$ cat config.mk
export PLATFORM = sky130hd
export DESIGN_NAME = tanh_backward_unit
export DESIGN_NICKNAME = d
export VERILOG_FILES = /design/src/rtl/tanh_backward_unit_pkg.sv /design/src/rtl/tanh_backward_mulrs.sv /design/src/rtl/tanh_backward_unit.sv
export SDC_FILE = /design/constraint.sdc
export NUM_CORES = 1
export LEC_CHECK = 0
export ABC_AREA = 1
export BUFFER_PORTS_ARGS = -buffer_cell sky130_fd_sc_hd__buf_2
export CAP_MARGIN = 5
export CORE_MARGIN = 4
export CORE_UTILIZATION = 45
export CTS_BUF_LIST = sky130_fd_sc_hd__clkbuf_4
export CTS_CLUSTER_DIAMETER = 30
export DETAILED_ROUTE_END_ITERATION = 10
export PLACE_DENSITY = 0.62
export RECOVER_POWER = 25
export SYNTH_ARGS = -nofsm -noshare
export SYNTH_HDL_FRONTEND = slang
export SYNTH_SLANG_ARGS = --single-unit
$ cat constraint.sdc
create_clock -name clk -period 7.51 [get_ports clk]
set_clock_uncertainty 0.15 [all_clocks]
set_input_delay 0 -clock clk [delete_from_list [all_inputs] [get_ports clk]]
set_output_delay 0 -clock clk [all_outputs]
set_load 0.1 [all_outputs]
$ cat src/rtl/tanh_backward_unit_pkg.sv
// Shared constants and fixed-point type for the tanh backward-gradient unit.
// Default format is Q3.4: 1.0 is encoded as 16, results clip to [-128, 127].
package tanh_backward_unit_pkg;

  localparam int W    = 8;
  localparam int FRAC = 4;
  localparam int ONE  = 32'sd1 <<< FRAC;
  localparam int SMIN = -(32'sd1 <<< (W - 1));
  localparam int SMAX = (32'sd1 <<< (W - 1)) - 32'sd1;

  typedef logic signed [W-1:0] fixed_t;

endpackage : tanh_backward_unit_pkg

$ cat src/rtl/tanh_backward_mulrs.sv
// Combinational signed multiply, round-half-up by FRAC bits, and clip to W bits.
// The unclipped rounded value is also exposed for callers that post-process it.
module tanh_backward_mulrs
  import tanh_backward_unit_pkg::*;
#(
  parameter int W    = tanh_backward_unit_pkg::W,
  parameter int FRAC = tanh_backward_unit_pkg::FRAC
) (
  input  logic signed [W-1:0] x,
  input  logic signed [W-1:0] y,
  output logic signed [2*W:0] rounded,
  output logic signed [W-1:0] result,
  output logic                sat
);

  localparam logic signed [2*W:0] HALF = {{(2*W){1'b0}}, 1'b1} <<< (FRAC - 1);
  localparam logic signed [2*W:0] MAXV = {{(W+2){1'b0}}, {(W-1){1'b1}}};
  localparam logic signed [2*W:0] MINV = {{(W+2){1'b1}}, {(W-1){1'b0}}};

  logic signed [2*W-1:0] prod_s;
  logic signed [2*W:0]   biased_s;

  // Sign-extend both operands so the low 2W bits hold the exact signed product.
  assign prod_s   = {{W{x[W-1]}}, x} * {{W{y[W-1]}}, y};
  assign biased_s = {prod_s[2*W-1], prod_s} + HALF;
  assign rounded  = biased_s >>> FRAC;

  // Clip the rounded value into the signed W-bit range and flag any clipping.
  always_comb begin
    result = rounded[W-1:0];
    sat    = 1'b0;
    if (rounded > MAXV) begin
      result = MAXV[W-1:0];
      sat    = 1'b1;
    end else if (rounded < MINV) begin
      result = MINV[W-1:0];
      sat    = 1'b1;
    end else begin
      result = rounded[W-1:0];
      sat    = 1'b0;
    end
  end

endmodule : tanh_backward_mulrs

$ cat src/rtl/tanh_backward_unit.sv
// Two-stage pipelined tanh backward pass: d = g * (1 - a^2) in signed fixed point,
// with valid/ready handshakes on both sides and a saturating clip counter.
module tanh_backward_unit
  import tanh_backward_unit_pkg::*;
#(
  parameter int W    = tanh_backward_unit_pkg::W,
  parameter int FRAC = tanh_backward_unit_pkg::FRAC
) (
  input  logic                clk,
  input  logic                rst,
  input  logic                in_valid,
  output logic                in_ready,
  input  logic signed [W-1:0] a_value,
  input  logic signed [W-1:0] g_value,
  output logic                out_valid,
  input  logic                out_ready,
  output logic signed [W-1:0] d_value,
  input  logic                sat_clr,
  output logic [7:0]          sat_count
);

  localparam logic signed [2*W+1:0] ONE_X   = {{(2*W+1){1'b0}}, 1'b1} <<< FRAC;
  localparam logic signed [2*W+1:0] S_MAX_X = {{(W+3){1'b0}}, {(W-1){1'b1}}};
  localparam logic signed [2*W+1:0] S_MIN_X = {{(W+3){1'b1}}, {(W-1){1'b0}}};

  logic signed [2*W:0]   sq_round_s;
  logic signed [W-1:0]   sq_clip_val_s;
  logic                  sq_clip_s;
  logic signed [2*W+1:0] s_wide_s;
  logic signed [W-1:0]   s_s;
  logic signed [2*W:0]   q_round_s;
  logic signed [W-1:0]   d_s;
  logic                  d_clip_s;
  logic                  adv2_s;
  logic                  in_ready_s;
  logic                  load2_s;
  logic                  rnd_unused_s;

  logic                  v1_r;
  logic                  v2_r;
  logic signed [W-1:0]   s_r;
  logic signed [W-1:0]   g_r;
  logic signed [W-1:0]   d_r;
  logic [7:0]            sat_cnt_r;

  // Stage 1 squares a; the unclipped rounded square feeds 1 - a^2 directly.
  tanh_backward_mulrs #(.W(W), .FRAC(FRAC)) u_square (
    .x       (a_value),
    .y       (a_value),
    .rounded (sq_round_s),
    .result  (sq_clip_val_s),
    .sat     (sq_clip_s)
  );

  assign s_wide_s = ONE_X - {sq_round_s[2*W], sq_round_s};

  // Clip 1 - a^2 into the signed W-bit range before it is registered.
  always_comb begin
    s_s = s_wide_s[W-1:0];
    if (s_wide_s > S_MAX_X) begin
      s_s = S_MAX_X[W-1:0];
    end else if (s_wide_s < S_MIN_X) begin
      s_s = S_MIN_X[W-1:0];
    end else begin
      s_s = s_wide_s[W-1:0];
    end
  end

  // Stage 2 scales the carried gradient by the registered slope.
  tanh_backward_mulrs #(.W(W), .FRAC(FRAC)) u_scale (
    .x       (g_r),
    .y       (s_r),
    .rounded (q_round_s),
    .result  (d_s),
    .sat     (d_clip_s)
  );

  assign rnd_unused_s = ^{sq_clip_val_s, sq_clip_s, q_round_s};

  assign adv2_s     = !v2_r | out_ready;
  assign in_ready_s = !v1_r | adv2_s;
  assign load2_s    = adv2_s & v1_r;

  // Stage 1: slope and gradient are captured together on an input transfer.
  always_ff @(posedge clk) begin
    if (!rst) begin
      v1_r <= 1'b0;
      s_r  <= {W{1'b0}};
      g_r  <= {W{1'b0}};
    end else if (in_ready_s) begin
      v1_r <= in_valid;
      if (in_valid) begin
        s_r <= s_s;
        g_r <= g_value;
      end
    end
  end

  // Stage 2: result register only changes when a stage-1 pair moves in.
  always_ff @(posedge clk) begin
    if (!rst) begin
      v2_r <= 1'b0;
      d_r  <= {W{1'b0}};
    end else if (adv2_s) begin
      v2_r <= v1_r;
      if (v1_r) begin
        d_r <= d_s;
      end
    end
  end

  // Saturation counter: clear wins over a same-cycle increment, holds at 255.
  always_ff @(posedge clk) begin
    if (!rst) begin
      sat_cnt_r <= 8'd0;
    end else if (sat_clr) begin
      sat_cnt_r <= 8'd0;
    end else if (load2_s && d_clip_s && (sat_cnt_r != 8'hFF)) begin
      sat_cnt_r <= sat_cnt_r + 8'd1;
    end
  end

  assign in_ready  = in_ready_s;
  assign out_valid = v2_r;
  assign d_value   = d_r;
  assign sat_count = sat_cnt_r;

endmodule : tanh_backward_unit

### Yosys cells after proc, flatten, opt, wreduce, memory -nomap -nowiden

Cells that the tools add are included.
Widths: inputs -> output; s select.

* equal/unequal tests: 1
* add/sub/neg operators: 4
* reductions and logical operators: 7
* $lt $le $gt $ge: 4
* shift-type cells: 0
* multiply operators: 2
* multiplexer cells: 6
* divide/modulo/power cells: 0
* bitwise gates (word level): 4

Operators with widths (number)
* $add 16x5->17 const B: 2
* $mul 8x8->16: 2
* $mux 8: 4
* $gt 14x8->1 const B: 1
* $lt 14x8->1 const B: 1
* $sub 6x13->14 const A: 1
* $gt 13x8->1 const B: 1
* $lt 13x8->1 const B: 1
* $add 8x1->8 const B: 1
* $ne 8x8->1 const B: 1
* $reduce_and 2->1: 2
* $logic_and 1x1->1: 2
* $logic_not 1->1: 2
* $mux 1: 2
* $or 1x1->1: 2
* $reduce_or 2->1: 1
* $and 1x1->1: 1
* $not 1->1: 1

* bits in latches: 0
* ROM bits: 0
* bits of input ports: 21
* flip-flop bits (word level): 34
* memories: 0
* RAM bits: 0

### Longest topological paths before layout

* depth after elaboration: 7
* gate-level depth with buffers: 33
* depth with buffers taken out: 32

### By module

Synthesis repeated with hierarchy kept, for this count alone.

* cell total of the unflattened synthesis: 1194
* area total of the unflattened synthesis: 7948.9 um2

By module, submodules not included
* tanh_backward_mulrs at u_square: times used 1, area each 3014.1 um2, cells each 440
* tanh_backward_mulrs at u_scale: times used 1, area each 3000.4 um2, cells each 443
* tanh_backward_unit: times used 1, area each 1934.4 um2, cells each 311

### Worst setup path before layout

OpenSTA, ideal clock, no wires.

* kind: register to register
* start: register g_r[7]
* end: register sat_cnt_r[2], in the netlist sat_count[2]
* arrival: 4764 ps
* clock period less this slack: 5037 ps
* stages on the path, launching flop included: 23
* slack: 2473 ps
* library setup time: 123 ps
* data required time: 7237 ps
* path through: dfxtp_1 -> clkbuf_1 -> nand2_1 -> fa_1 -> inv_1 -> fa_1 -> inv_1 -> fa_1 -> fa_1 -> inv_1 -> ha_1 -> inv_1 -> o21bai_1 -> o21ai_0 -> nand4_1 -> or2_0 -> and2_1 -> nand4_1 -> nand2_2 -> nand2_4 -> nand2_4 -> nand2_1 -> a21oi_1

* longest elaborated chain between the ends: 7

Ends and longest elaborated chain
* from (decl): line tanh_backward_unit.sv:42 `logic signed [W-1:0] g_r;`
* from (signal assigned): line tanh_backward_unit.sv:89 `g_r <= {W{1'b0}};`
* from (signal assigned): line tanh_backward_unit.sv:94 `g_r <= g_value;`
* $mul 8x8->16 (*): line tanh_backward_mulrs.sv:24 `assign prod_s = {{W{x[W-1]}}, x} * {{W{y[W-1]}}, y};`
* $add 16x5->17 (*): line tanh_backward_mulrs.sv:25 `assign biased_s = {prod_s[2*W-1], prod_s} + HALF;`
* $lt 13x8->1: line tanh_backward_mulrs.sv:35 `end else if (rounded < MINV) begin`
* $mux 1: line tanh_backward_mulrs.sv:35
* $mux 1 (*): line tanh_backward_mulrs.sv:32 `if (rounded > MAXV) begin`
* $logic_and 1x1->1 (*) (2 in series): line tanh_backward_unit.sv:118 `end else if (load2_s && d_clip_s && (sat_cnt_r != 8'hFF)) begin`
* to (signal assigned): line tanh_backward_unit.sv:119 `sat_cnt_r <= sat_cnt_r + 8'd1;`
* to (decl): line tanh_backward_unit.sv:44 `logic [7:0] sat_cnt_r;`

Mark *: on every way between the ends. The rest lies on a longest branch, timed or not.
A chain may end at the register's enable or synchronous reset.

### Final worst setup path

* start: register g_r[7]
* end: register sat_cnt_r[6], in the netlist sat_count[6]

Same word-level chain as after synthesis.

==> flow_metrics.py <==
metrics = {
    "worst_setup_path": {
        "crit_path_end_kind": "flop",
        "cp_slowest_cell": "sky130_fd_sc_hd__fa_1",
        "worstSetupStartpointType": "flop",
        "cp_slowest_stage_delay_ns": 0.62,
        "timing.critical_path.max_delay_family": "adder cells",
        "path_class": "flop to flop",
        "crit_required_ns": 7.64,
        "timing.critical_path.cells": "nand2_1 -> fa_1 -> inv_1 -> fa_1 -> fa_1 -> inv_1 -> fa_1 -> inv_1 -> ha_1 -> nand2_1 -> nor3_1 -> o21ai_0 -> nand4_1 -> or2_0 -> and2_1 -> nand4_1 -> nand2_2 -> nand2_4 -> nand2_4 -> nand2_1 -> a21oi_1",
        "sum_of_buffers_and_inverters_on_the_critical_path": 3,
        "worst_path_most_repeated_cell": "sky130_fd_sc_hd__fa_1",
        "critical_path.max_fanout": 9,
        "worst-endpoint-arrival_ns": 5.45,
    },
    "global_routing": {
        "initial_antenna_violation_count": 0,
        "pin_count_of_the_biggest_net_entering_global_routing": 22,
        "groute.usage.overall_pct": 16.7,
        "first_global_vias": 5703,
        "gr-total-overflow": 0,
        "grt_pass1_wl_um": 25000,
    },
    "routing": {
        "drt-initial-drc-count": 290,
        "drt-vias-per-instance": 4.74,
        "drcViolationCount": 0,
        "detail_route.wirelength_um": 13700,
        "dr_wl_met3_um": 393,
        "drt-wirelength-per-cell_um": 11.7,
        "top_layer_used": "met4",
        "detail_route.wirelength.met1_um": 6640,
        "detailroute.via_count": 5571,
        "detail-route-antenna-nets": 0,
        "met2_wirelength_um": 6510,
        "dr.pass1.iters": 4,
    },
    "clock_network": {
        "cts-buffers-inserted": 5,
        "post_cts.resized_instances": 0,
        "clkTransAtPathRegs_ns": 0.12,
        "cts_root_buffer": "sky130_fd_sc_hd__clkbuf_4",
        "h-tree-depth": 2,
        "tritoncts_num_sinks": 34,
        "clk-insertion-delay-late_ns": 0.35,
        "clock_path_buffers": 2,
        "cts_tree": "done",
    },
    "yosys": {
        "synth.largest_area_cell": "sky130_fd_sc_hd__fa_1",
        "synth_cells": 951,
        "post_synth_instance_area_um2": 6960,
        "ys_ff_latch": 34,
        "syn_nets": 1140,
        "synth_common_cells": "246 x sky130_fd_sc_hd__inv_1, 208 x sky130_fd_sc_hd__nand2_1, 103 x sky130_fd_sc_hd__fa_1",
        "synth.most_common_cell": "sky130_fd_sc_hd__inv_1",
        "ys_top_cells_by_area": "sky130_fd_sc_hd__fa_1 30%, sky130_fd_sc_hd__inv_1 13%, sky130_fd_sc_hd__ha_1 12%",
        "synth_enable_flop_cells": 0,
        "synthDistinctLibCells": 37,
        "synthesis.area_per_instance_um2": 7.32,
        "synth_seq_area_share_pct": 9.78,
        "ys_warn_count": 0,
        "async_reset_ff_share_pct": 0,
        "yosysTopAreaCellShare_pct": 29.6,
        "synth-main-ff-cell": "sky130_fd_sc_hd__dfxtp_1",
    },
    "job": {
        "cap_viol_max_count": 0,
    },
    "sta": {
        "fin_crit_ns": 5.32,
        "maxSlewViolCount": 0,
        "final_hold_viol_count": 0,
        "timing.final.crit_share_pct": 70.8,
        "setup_viol": 0,
        "max-slew-margin-rel_pct": 22.6,
        "worst-slew-pin-transition_ns": 1.17,
        "hold_slack_ns": 0.0448,
        "max_clock_freq_mhz": 188,
        "fin_tns_setup_ns": 0,
        "rsz_0062_raised_after_global_routing": "false",
    },
    "power_and_ir_drop": {
        "p_int_mw": 1.16,
        "power.sequential.fraction_pct": 9.2,
        "vdd_drop_max_mv": 0.326,
        "power.share.combinational_pct": 87.3,
        "power_frac_clock_pct": 3.5,
        "power.leakage_nw": 4.28,
        "pwr_density_cell_nw_per_um2": 392,
        "power.switching_fraction_pct": 60.4,
        "netSwitchingPower_mw": 1.78,
    },
    "place": {
        "placement.io_buffers": 38,
        "finalWeightedCongestion": 0.845,
        "dp_hpwl_um": 11800,
    },
    "floorplan": {
        "core_area_um2": 15200,
        "effective_utilization_at_floorplan_pct": 45.8,
        "dieHeight_um": 132,
        "chipWidth_um": 132,
        "num_io_pins": 39,
        "die-area_um2": 17500,
        "placement_row_count": 45,
    },
    "layout": {
        "nNetsFinal": 1176,
        "area_growth_syn_to_layout_pct": 7.86,
        "num_antenna_cells": 0,
        "drive_above_1_share_pct": 7.19,
    },
    "hold_path": {
        "hold_path.class": "primary input to flop",
    },
    "outcome": {
        "outcome": "finished, final reports clean",
    },
}
worst reg2reg max path, stage by stage, from the launching register on:
cell and delay (ns):
sky130_fd_sc_hd__dfxtp_1 0.47, sky130_fd_sc_hd__nand2_1 0.21, sky130_fd_sc_hd__fa_1 0.63, sky130_fd_sc_hd__inv_1 0.15, sky130_fd_sc_hd__fa_1 0.52, sky130_fd_sc_hd__fa_1 0.51, sky130_fd_sc_hd__inv_1 0.05, sky130_fd_sc_hd__fa_1 0.52
sky130_fd_sc_hd__inv_1 0.04, sky130_fd_sc_hd__ha_1 0.36, sky130_fd_sc_hd__nand2_1 0.10, sky130_fd_sc_hd__nor3_1 0.22, sky130_fd_sc_hd__o21ai_0 0.13, sky130_fd_sc_hd__nand4_1 0.11, sky130_fd_sc_hd__or2_0 0.10, sky130_fd_sc_hd__and2_1 0.21
sky130_fd_sc_hd__nand4_1 0.15, sky130_fd_sc_hd__nand2_2 0.17, sky130_fd_sc_hd__nand2_4 0.13, sky130_fd_sc_hd__nand2_4 0.13, sky130_fd_sc_hd__nand2_1 0.07, sky130_fd_sc_hd__a21oi_1 0.14
state kept, by name, indices dropped and copies added (netlist names):
register	cells
v1_r	1
g_r	8
out_valid	1
sat_count	8
d_value	8
s_r	8
power by group through the flow:
| stage | Clock (mW) | Sequential (mW) | Combinational, mW |
|---|---|---|---|
| floorplan | 0 | 0.330 | 2.09 |
| finish | 0.103 | 0.271 | 2.57 |
| global route | 0.116 | 0.279 | 3.00 |
| CTS | 0.107 | 0.270 | 2.62 |
| detailed placement | 0 | 0.275 | 2.59 |
| global placement | 0 | 0.273 | 2.58 |
path summary, 6_finish.rpt:
kind / cells past startpoint / slack [ns] / endpoint / from
hold reg to reg: 2 / 0.32 / d_value[7] / d_value[7]
setup / recovery: 21 / 2.19 / sat_count[6] / g_r[7]
setup reg to reg: 21 / 2.19 / sat_count[6] / g_r[7]
hold / removal: 4 / 0.04 / s_r[7] / in_valid
layer usage:
metal | track usage [%] | vias up
met4 | 3.00 | 0
met1 | 22.4 | 2589
li1 | - | 2884
met2 | 29.1 | 84
met5 | 0 | -
met3 | 2.29 | 14
cells by family after synthesis:
family	after synthesis	share of synthesized area (%)
buffers and inverters	279	15.1
flip-flops	34	9.78
adder cells (fa/ha/maj)	168	41.3
AO/OA/AOI/OAI	76	6.15
XOR/XNOR	38	4.89
AND/OR/NAND/NOR	356	22.8
placed cells by master (no fill, tap or decap), types with 6 or more instances in the layout:
| cell type | count |
|---|---|
| sky130_fd_sc_hd__inv_1 | 246 |
| sky130_fd_sc_hd__nand2_1 | 208 |
| sky130_fd_sc_hd__fa_1 | 103 |
| sky130_fd_sc_hd__ha_1 | 65 |
| sky130_fd_sc_hd__nor2_1 | 53 |
| sky130_fd_sc_hd__nand3_1 | 43 |
| sky130_fd_sc_hd__a21oi_1 | 37 |
| sky130_fd_sc_hd__dfxtp_1 | 34 |
| sky130_fd_sc_hd__buf_2 | 26 |
| sky130_fd_sc_hd__xor2_1 | 22 |
| sky130_fd_sc_hd__o21ai_0 | 19 |
| sky130_fd_sc_hd__dlygate4sd3_1 | 19 |
| sky130_fd_sc_hd__xnor2_1 | 15 |
| sky130_fd_sc_hd__clkbuf_1 | 12 |
| sky130_fd_sc_hd__nand4_1 | 11 |
| sky130_fd_sc_hd__or2_2 | 8 |
| sky130_fd_sc_hd__nand2_2 | 7 |
| sky130_fd_sc_hd__o21bai_1 | 6 |
what timing repair did:
| action | CTS | global route |
|---|---|---|
| buffers inserted | 0 | 0 |
| hold buffers | 19 | 0 |
| hold endpoints to repair | 23 | 0 |
stage by stage:
stage | util, % | worst slack [ns] | std cells | cell area (um^2) | power (mW)
after global routing | 49.4 | 1.75 | 1176 | 7510 | 3.40
after detailed placement | 47.9 | 2.18 | 1149 | 7280 | 2.87
final | 49.4 | 2.19 | 1176 | 7510 | 2.95
after floorplan | - | 2.47 | 951 | 6960 | 2.42
after global placement | 47.9 | 2.22 | 1149 | 7280 | 2.85
after CTS | 49.5 | 2.15 | 1176 | 7520 | 2.99
cell type report:
| class | count | area, um^2 |
|---|---|---|
| clock buffer | 5 | 37.5 |
| multi-input combinational | 638 | 5230 |
| timing repair buffer | 57 | 365 |
| tap | 188 | 235 |
| sequential | 34 | 681 |
| inverter | 251 | 942 |
| fill | 1534 | 7700 |
| clock inverter | 3 | 16.3 |
Note: power is estimated with default switching activity, not from simulation.
